`config.mk`:
```
export PLATFORM = sky130hd
export DESIGN_NAME = program_memory_loader
export DESIGN_NICKNAME = d
export VERILOG_FILES = /design/src/rtl/program_memory_loader_pkg.sv /design/src/rtl/program_memory_loader_byte_word_assembler.sv /design/src/rtl/program_memory_loader.sv
export SDC_FILE = /design/constraint.sdc
export NUM_CORES = 1
export LEC_CHECK = 0
export ABC_AREA = 1
export CAP_MARGIN = 20
export CORE_UTILIZATION = 37
export CTS_CLUSTER_SIZE = 10
export DETAILED_ROUTE_END_ITERATION = 8
export PLACE_DENSITY = 0.78
export RECOVER_POWER = 100
export SLEW_MARGIN = 10
export SYNTH_ARGS = -nofsm -noshare
export SYNTH_HDL_FRONTEND = slang
export SYNTH_SLANG_ARGS = --single-unit
```
`constraint.sdc`:
```
create_clock -name clk -period 2 [get_ports clk]
set_input_delay 0.3 -clock clk [delete_from_list [all_inputs] [get_ports clk]]
set_output_delay 0.3 -clock clk [all_outputs]
set_load 0.01 [all_outputs]
```
`src/rtl/program_memory_loader_pkg.sv`:
```
// program_memory_loader_pkg: state encodings and constants shared by the program memory loader.
package program_memory_loader_pkg;

    typedef enum logic [1:0] {
        ST_RUN   = 2'd0,
        ST_LOAD  = 2'd1,
        ST_WRITE = 2'd2,
        ST_DONE  = 2'd3
    } state_t;

    localparam logic [31:0] NOP = 32'h0000_0000;

endpackage

```
`src/rtl/program_memory_loader_byte_word_assembler.sv`:
```
// program_memory_loader_byte_word_assembler: packs accepted bytes little-endian into a 32-bit word.
module program_memory_loader_byte_word_assembler (
    input  logic        clk,
    input  logic        reset,
    input  logic        i_clear,
    input  logic        i_accept,
    input  logic [7:0]  i_byte,
    output logic [31:0] o_word,
    output logic        o_word_valid
);

    logic [1:0]  r_cnt;
    logic [31:0] r_word;

    // Right shift lands the first byte in bits [7:0] once four bytes are in.
    always_ff @(posedge clk or negedge reset) begin
        if (!reset) begin
            r_cnt  <= 2'd0;
            r_word <= 32'h0;
        end else if (i_clear) begin
            r_cnt  <= 2'd0;
            r_word <= 32'h0;
        end else if (i_accept) begin
            r_cnt  <= r_cnt + 2'd1;
            r_word <= {i_byte, r_word[31:8]};
        end
    end

    assign o_word       = r_word;
    assign o_word_valid = i_accept && (r_cnt == 2'd3);

endmodule

```
`src/rtl/program_memory_loader.sv`:
```
// program_memory_loader: arbitrates the program memory port between CPU fetch and a byte-stream loader.
module program_memory_loader
    import program_memory_loader_pkg::*;
#(
    parameter int MEMORY_DEPTH = 32,
    parameter int DATA_WIDTH   = 32,
    parameter int ADDR_WIDTH   = 5
) (
    input  logic                  clk,
    input  logic                  reset,
    input  logic                  load_req,
    input  logic [ADDR_WIDTH:0]   load_len,
    input  logic                  byte_valid,
    input  logic [7:0]            byte_data,
    output logic                  byte_ready,
    input  logic [DATA_WIDTH-1:0] pc_address,
    output logic [DATA_WIDTH-1:0] instruction,
    output logic                  cpu_stall,
    output logic [DATA_WIDTH-1:0] mem_address,
    output logic [DATA_WIDTH-1:0] mem_write_data,
    output logic                  mem_write_en,
    input  logic [DATA_WIDTH-1:0] mem_read_data,
    output logic                  load_done,
    output logic                  load_error
);

    localparam logic [ADDR_WIDTH:0] MAX_LEN = (ADDR_WIDTH+1)'(MEMORY_DEPTH);

    state_t                r_state;
    logic [ADDR_WIDTH-1:0] r_index;
    logic [ADDR_WIDTH:0]   r_len;
    logic                  r_byte_ready;
    logic                  r_stall;
    logic                  r_wr_en;
    logic                  r_done;
    logic                  r_error;

    logic                  w_len_ok;
    logic                  w_start;
    logic                  w_accept;
    logic                  w_word_valid;
    logic                  w_last;
    logic [31:0]           w_word;

    assign w_len_ok = (load_len != '0) && (load_len <= MAX_LEN);
    assign w_start  = (r_state == ST_RUN) && load_req && w_len_ok;
    assign w_accept = byte_valid && r_byte_ready;
    assign w_last   = ({1'b0, r_index} + (ADDR_WIDTH+1)'(1)) == r_len;

    program_memory_loader_byte_word_assembler u_asm (
        .clk          (clk),
        .reset        (reset),
        .i_clear      (w_start),
        .i_accept     (w_accept),
        .i_byte       (byte_data),
        .o_word       (w_word),
        .o_word_valid (w_word_valid)
    );

    always_ff @(posedge clk or negedge reset) begin
        if (!reset) begin
            r_state      <= ST_RUN;
            r_index      <= '0;
            r_len        <= '0;
            r_byte_ready <= 1'b0;
            r_stall      <= 1'b0;
            r_wr_en      <= 1'b0;
            r_done       <= 1'b0;
            r_error      <= 1'b0;
        end else begin
            r_wr_en <= 1'b0;
            r_done  <= 1'b0;
            r_error <= 1'b0;
            case (r_state)
                ST_RUN: begin
                    if (w_start) begin
                        r_len        <= load_len;
                        r_index      <= '0;
                        r_state      <= ST_LOAD;
                        r_stall      <= 1'b1;
                        r_byte_ready <= 1'b1;
                    end else if (load_req) begin
                        r_error <= 1'b1;
                    end
                end
                ST_LOAD: begin
                    if (w_word_valid) begin
                        r_state      <= ST_WRITE;
                        r_byte_ready <= 1'b0;
                        r_wr_en      <= 1'b1;
                    end
                end
                ST_WRITE: begin
                    r_index <= r_index + ADDR_WIDTH'(1);
                    if (w_last) begin
                        r_state <= ST_DONE;
                        r_done  <= 1'b1;
                    end else begin
                        r_state      <= ST_LOAD;
                        r_byte_ready <= 1'b1;
                    end
                end
                default: begin
                    r_state <= ST_RUN;
                    r_stall <= 1'b0;
                end
            endcase
        end
    end

    // Outside RUN the memory port is owned by the loader so fetch cannot disturb it.
    assign mem_address    = (r_state == ST_RUN) ? pc_address
                          : {{(DATA_WIDTH-ADDR_WIDTH-2){1'b0}}, r_index, 2'b00};
    assign instruction    = (r_state == ST_RUN) ? mem_read_data : NOP;
    assign mem_write_data = w_word;
    assign mem_write_en   = r_wr_en;
    assign byte_ready     = r_byte_ready;
    assign cpu_stall      = r_stall;
    assign load_done      = r_done;
    assign load_error     = r_error;

endmodule

```
==> results.json, run 1 <==
{
  "clk_pin_slew_ns": 0.10,
  "netlist_instances": 431,
  "report.final.slew_viol_count": 0,
  "grt_setup_unrepaired": "no",
  "tightestPinTransition_ns": 1.26,
  "crit_chain": "inv_2 > ha_4 > buf_12 > buf_16 > nand2_1 > inv_1 > dlygate4sd2_1",
  "startpoint": "r_state[0]",
  "relSlewSlack": 0.162,
  "status": "completed",
  "setup_total_negative_slack_ns": 0,
  "skew_ns": 0.00407,
  "critPathMaxFanout": 17,
  "overflow": 0,
  "hold_ws_ns": 0.339,
  "grt_pass1_vias": 3088,
  "rr_worst_depth": 9,
  "ir_worst_vdd_uv": 682,
  "p_leak_nw": 3.17,
  "timing.rr.start": "r_state[0]",
  "clock.fmax_mhz": 523,
  "grt_pass1_wl_mm": 14.6,
  "combPwrFrac": 0.620,
  "post-route-drc-count": 0,
  "drtAntennaViolNets": 0,
  "cp-end-kind": "primary output",
  "cp_num_buf_inv": 5,
  "min_period_ns": 1.91,
  "setup_ws_ns": 0.0865,
  "hold_violations": 0,
  "drt_pass1_iterations": 4,
  "numCtsBuffers": 5,
  "place_congestion": 0.796,
  "drive_gt1_frac": 0.109,
  "portBuffers": 182,
  "crit_slowest_cell": "dfrtp_1",
  "ctsHtreeMaxLevel": 2,
  "clk_latency_ns": 0.30,
  "syn-mean-instance-area_um2": 7.36,
  "floorplan.initialDensity": 0.384,
  "wirelength_mm": 9.58,
  "cts_hold_buf": 0,
  "drtIter0Drc": 135,
  "pre_cts_slack_ns": -0.0111,
  "cts_sinks": 52,
  "antenna_found_initial": 0,
  "yosysSeqAreaShare": 0.410,
  "timing.rr.end": "r_len[5]",
  "crit_end": "instruction[18]",
  "grt_use_total": 0.210,
  "die_y_um": 94.6,
  "timing.critical_path.depth": 7,
  "syn-num-nets": 520,
  "netSwitchingPower_mw": 2.93,
  "internal_power_mw": 3.94,
  "hold_class": "in -> async",
  "n_fill_cell": 698,
  "p_clk_frac": 0.108,
  "cp_data_arrival_time_ns": 1.61,
  "rows": 33,
  "ys_warn_count": 0,
  "critical-path-top-delay-family": "buffers and inverters",
  "start_kind": "flop",
  "cts_tree": "built",
  "dieArea_um2": 8950,
  "dp_cells": 713,
  "met3_usage": 0.0539,
  "setup_violations": 0,
  "grt_max_degree": 53,
  "routed_via_density": 4.52,
  "io_pins": 183,
  "cp.required_ns": 1.70,
  "cap_viol_max_count": 0,
  "critPathMaxStageDelay_ns": 0.41,
  "dr_total_vias": 3297,
  "die_x_um": 94.6,
  "clockBufferDepth": 2,
  "ys_ff_latch": 52,
  "root_buffer": "clkbuf_8",
  "swShare": 0.426,
  "num_antenna_cells": 0,
  "met2_usage": 0.399,
  "top_usage_layer": "met2",
  "avgRoutedWirePerCell_um": 13.1,
  "core_um2": 8260,
  "dpl.hpwl_mm": 7.67,
  "worstSetupPathType": "reg -> out",
  "ys_types": 31,
  "power.density_nw_per_um2": 1300,
  "fin_nets": 713,
  "final.period_utilization": 0.957,
  "stdcell_count": 730,
  "rrSetupSlack_ns": 0.13,
  "power_frac_seq": 0.272,
  "gr-usage-met1": 0.219,
  "area_delta_synth_final_pct": 66.4,
  "netlist_area_um2": 3170
}
-- logic make-up (layout without fill, tap and decap cells) --
kind of cell,count (synthesis),in the layout,share of synthesized area
buffers and inverters,145,338,0.189
XOR/XNOR,1,1,0.00276
adder cells (fa/ha/maj),7,7,0.0276
multiplexers,3,3,0.0106
AND/OR/NAND/NOR,168,169,0.255
AO/OA/AOI/OAI,55,55,0.105
flip-flops,52,52,0.410
-- layout make-up --
cell class              instances  area, um^2  share of cell area
multi-input cells             235        1290               0.245
repair buffers                204        1960               0.371
clock inverters                 3        46.3             0.00877
clock buffers                   5        68.8              0.0130
inverters                     126         475              0.0901
flip-flops and latches         52        1300               0.247
well taps                     105         131              0.0249
-- per-stage QoR --
stage	area (um^2)	power, mW	utilization
detailed placement	5130	6.38	0.621
CTS	5240	7.02	0.635
global placement	5130	6.26	0.621
floorplan	3170	4.08	-
global route	5280	7.48	0.639
finish	5280	6.86	0.639
-- routing by layer --
layer / vias to the layer above / part of all wire / wire length, um
li1: 1662 / - / -
met1: 1498 / 0.37 / 3510
met2: 119 / 0.53 / 5040
met3: 18 / 0.078 / 748
met4: 0 / 0.029 / 281
met5: - / 0 / 0
-- registers in the layout (all words and copies together) (netlist names) --
register      flops
load_error        1
u_asm.o_word     32
r_len             6
cpu_stall         1
mem_write_en      1
r_index           5
load_done         1
r_state           2
byte_ready        1
u_asm.r_cnt       2
-- synthesized netlist by cell type (all sizes together) --
| cell | count | area (um^2) |
|---|---|---|
| a21boi | 17 | 128 |
| a21oi | 8 | 40.0 |
| a31oi | 8 | 50.1 |
| buf | 12 | 101 |
| clkbuf | 7 | 26.3 |
| clkinv | 1 | 3.75 |
| dfrtp | 52 | 1300 |
| ha | 7 | 87.6 |
| inv | 125 | 469 |
| mux2 | 3 | 33.8 |
| nand2 | 113 | 444 |
| nand3 | 27 | 228 |
| nand3b | 2 | 15.0 |
| nand4 | 4 | 25.0 |
| nor2 | 20 | 85.1 |
| nor3 | 1 | 5.00 |
| o21ai | 18 | 90.1 |
| o22ai | 4 | 25.0 |
| or2 | 1 | 6.26 |
| xnor2 | 1 | 8.76 |
-- power groups by stage --
| stage | registers [mW] | clock network, mW | logic [mW] |
|---|---|---|---|
| 2_1_floorplan | 1.98 | 0 | 2.10 |
| 3_3_place_gp | 1.89 | 0 | 4.37 |
| 3_5_place_dp | 1.91 | 0 | 4.47 |
| 4_1_cts | 1.89 | 0.754 | 4.38 |
| 5_1_grt | 1.94 | 0.794 | 4.74 |
| 6_report | 1.87 | 0.742 | 4.25 |
-- worst min path at each step --
| stage | start | endpoint | slack (ns) | cells past startpoint |
|---|---|---|---|---|
| floorplan | reset | byte_ready | 0.004 | 0 |
| global placement | reset | u_asm.o_word[26] | 0.46 | 2 |
| detailed placement | reset | u_asm.o_word[26] | 0.46 | 2 |
| CTS | reset | u_asm.o_word[26] | 0.12 | 2 |
| global route | reset | u_asm.o_word[26] | 0.47 | 2 |
| finish | reset | u_asm.o_word[26] | 0.34 | 2 |
-- cells in the final DEF (no fill, tap or decap), types with 4 or more instances in the layout --
cell             synthesis  layout
inv_1                  121     119
nand3_2                 16      16
clkdlybuf4s50_1          0      80
clkbuf_8                 0       5
clkbuf_1                 7       9
nand4_1                  4       4
dlygate4sd2_1            0      44
a21boi_0                 1      14
clkdlybuf4s15_1          0       9
a21oi_1                  8       8
inv_2                    4       5
a31oi_1                  8       8
nor2_2                   4       4
nor2_1                  16      16
nand2_1                109     110
buf_4                    1      12
ha_1                     7       6
o22ai_1                  4       4
nand3_1                 10      11
dlygate4sd3_1            0      37
buf_12                   0       5
dfrtp_1                 52      52
o21ai_0                 16      16
-- repair_timing --
item / 4_1_cts / 5_1_grt
gates resized for setup: 90 / 28
endpoints found under the setup margin: 64 / 37
buffers inserted: 4 / 4
gates cloned: 1 / 1
pin swaps: 0 / 1
(Power assumes the default switching activity.)
==> run 2: changes to the inputs <==
--- a/config.mk
+++ b/config.mk
@@ -12,7 +12,6 @@
 export DETAILED_ROUTE_END_ITERATION = 8
 export PLACE_DENSITY = 0.78
 export RECOVER_POWER = 100
-export SLEW_MARGIN = 10
 export SYNTH_ARGS = -nofsm -noshare
 export SYNTH_HDL_FRONTEND = slang
 export SYNTH_SLANG_ARGS = --single-unit
==> results of run 2 <==
Final layout, timing and power as in run 1 (identical DEF).
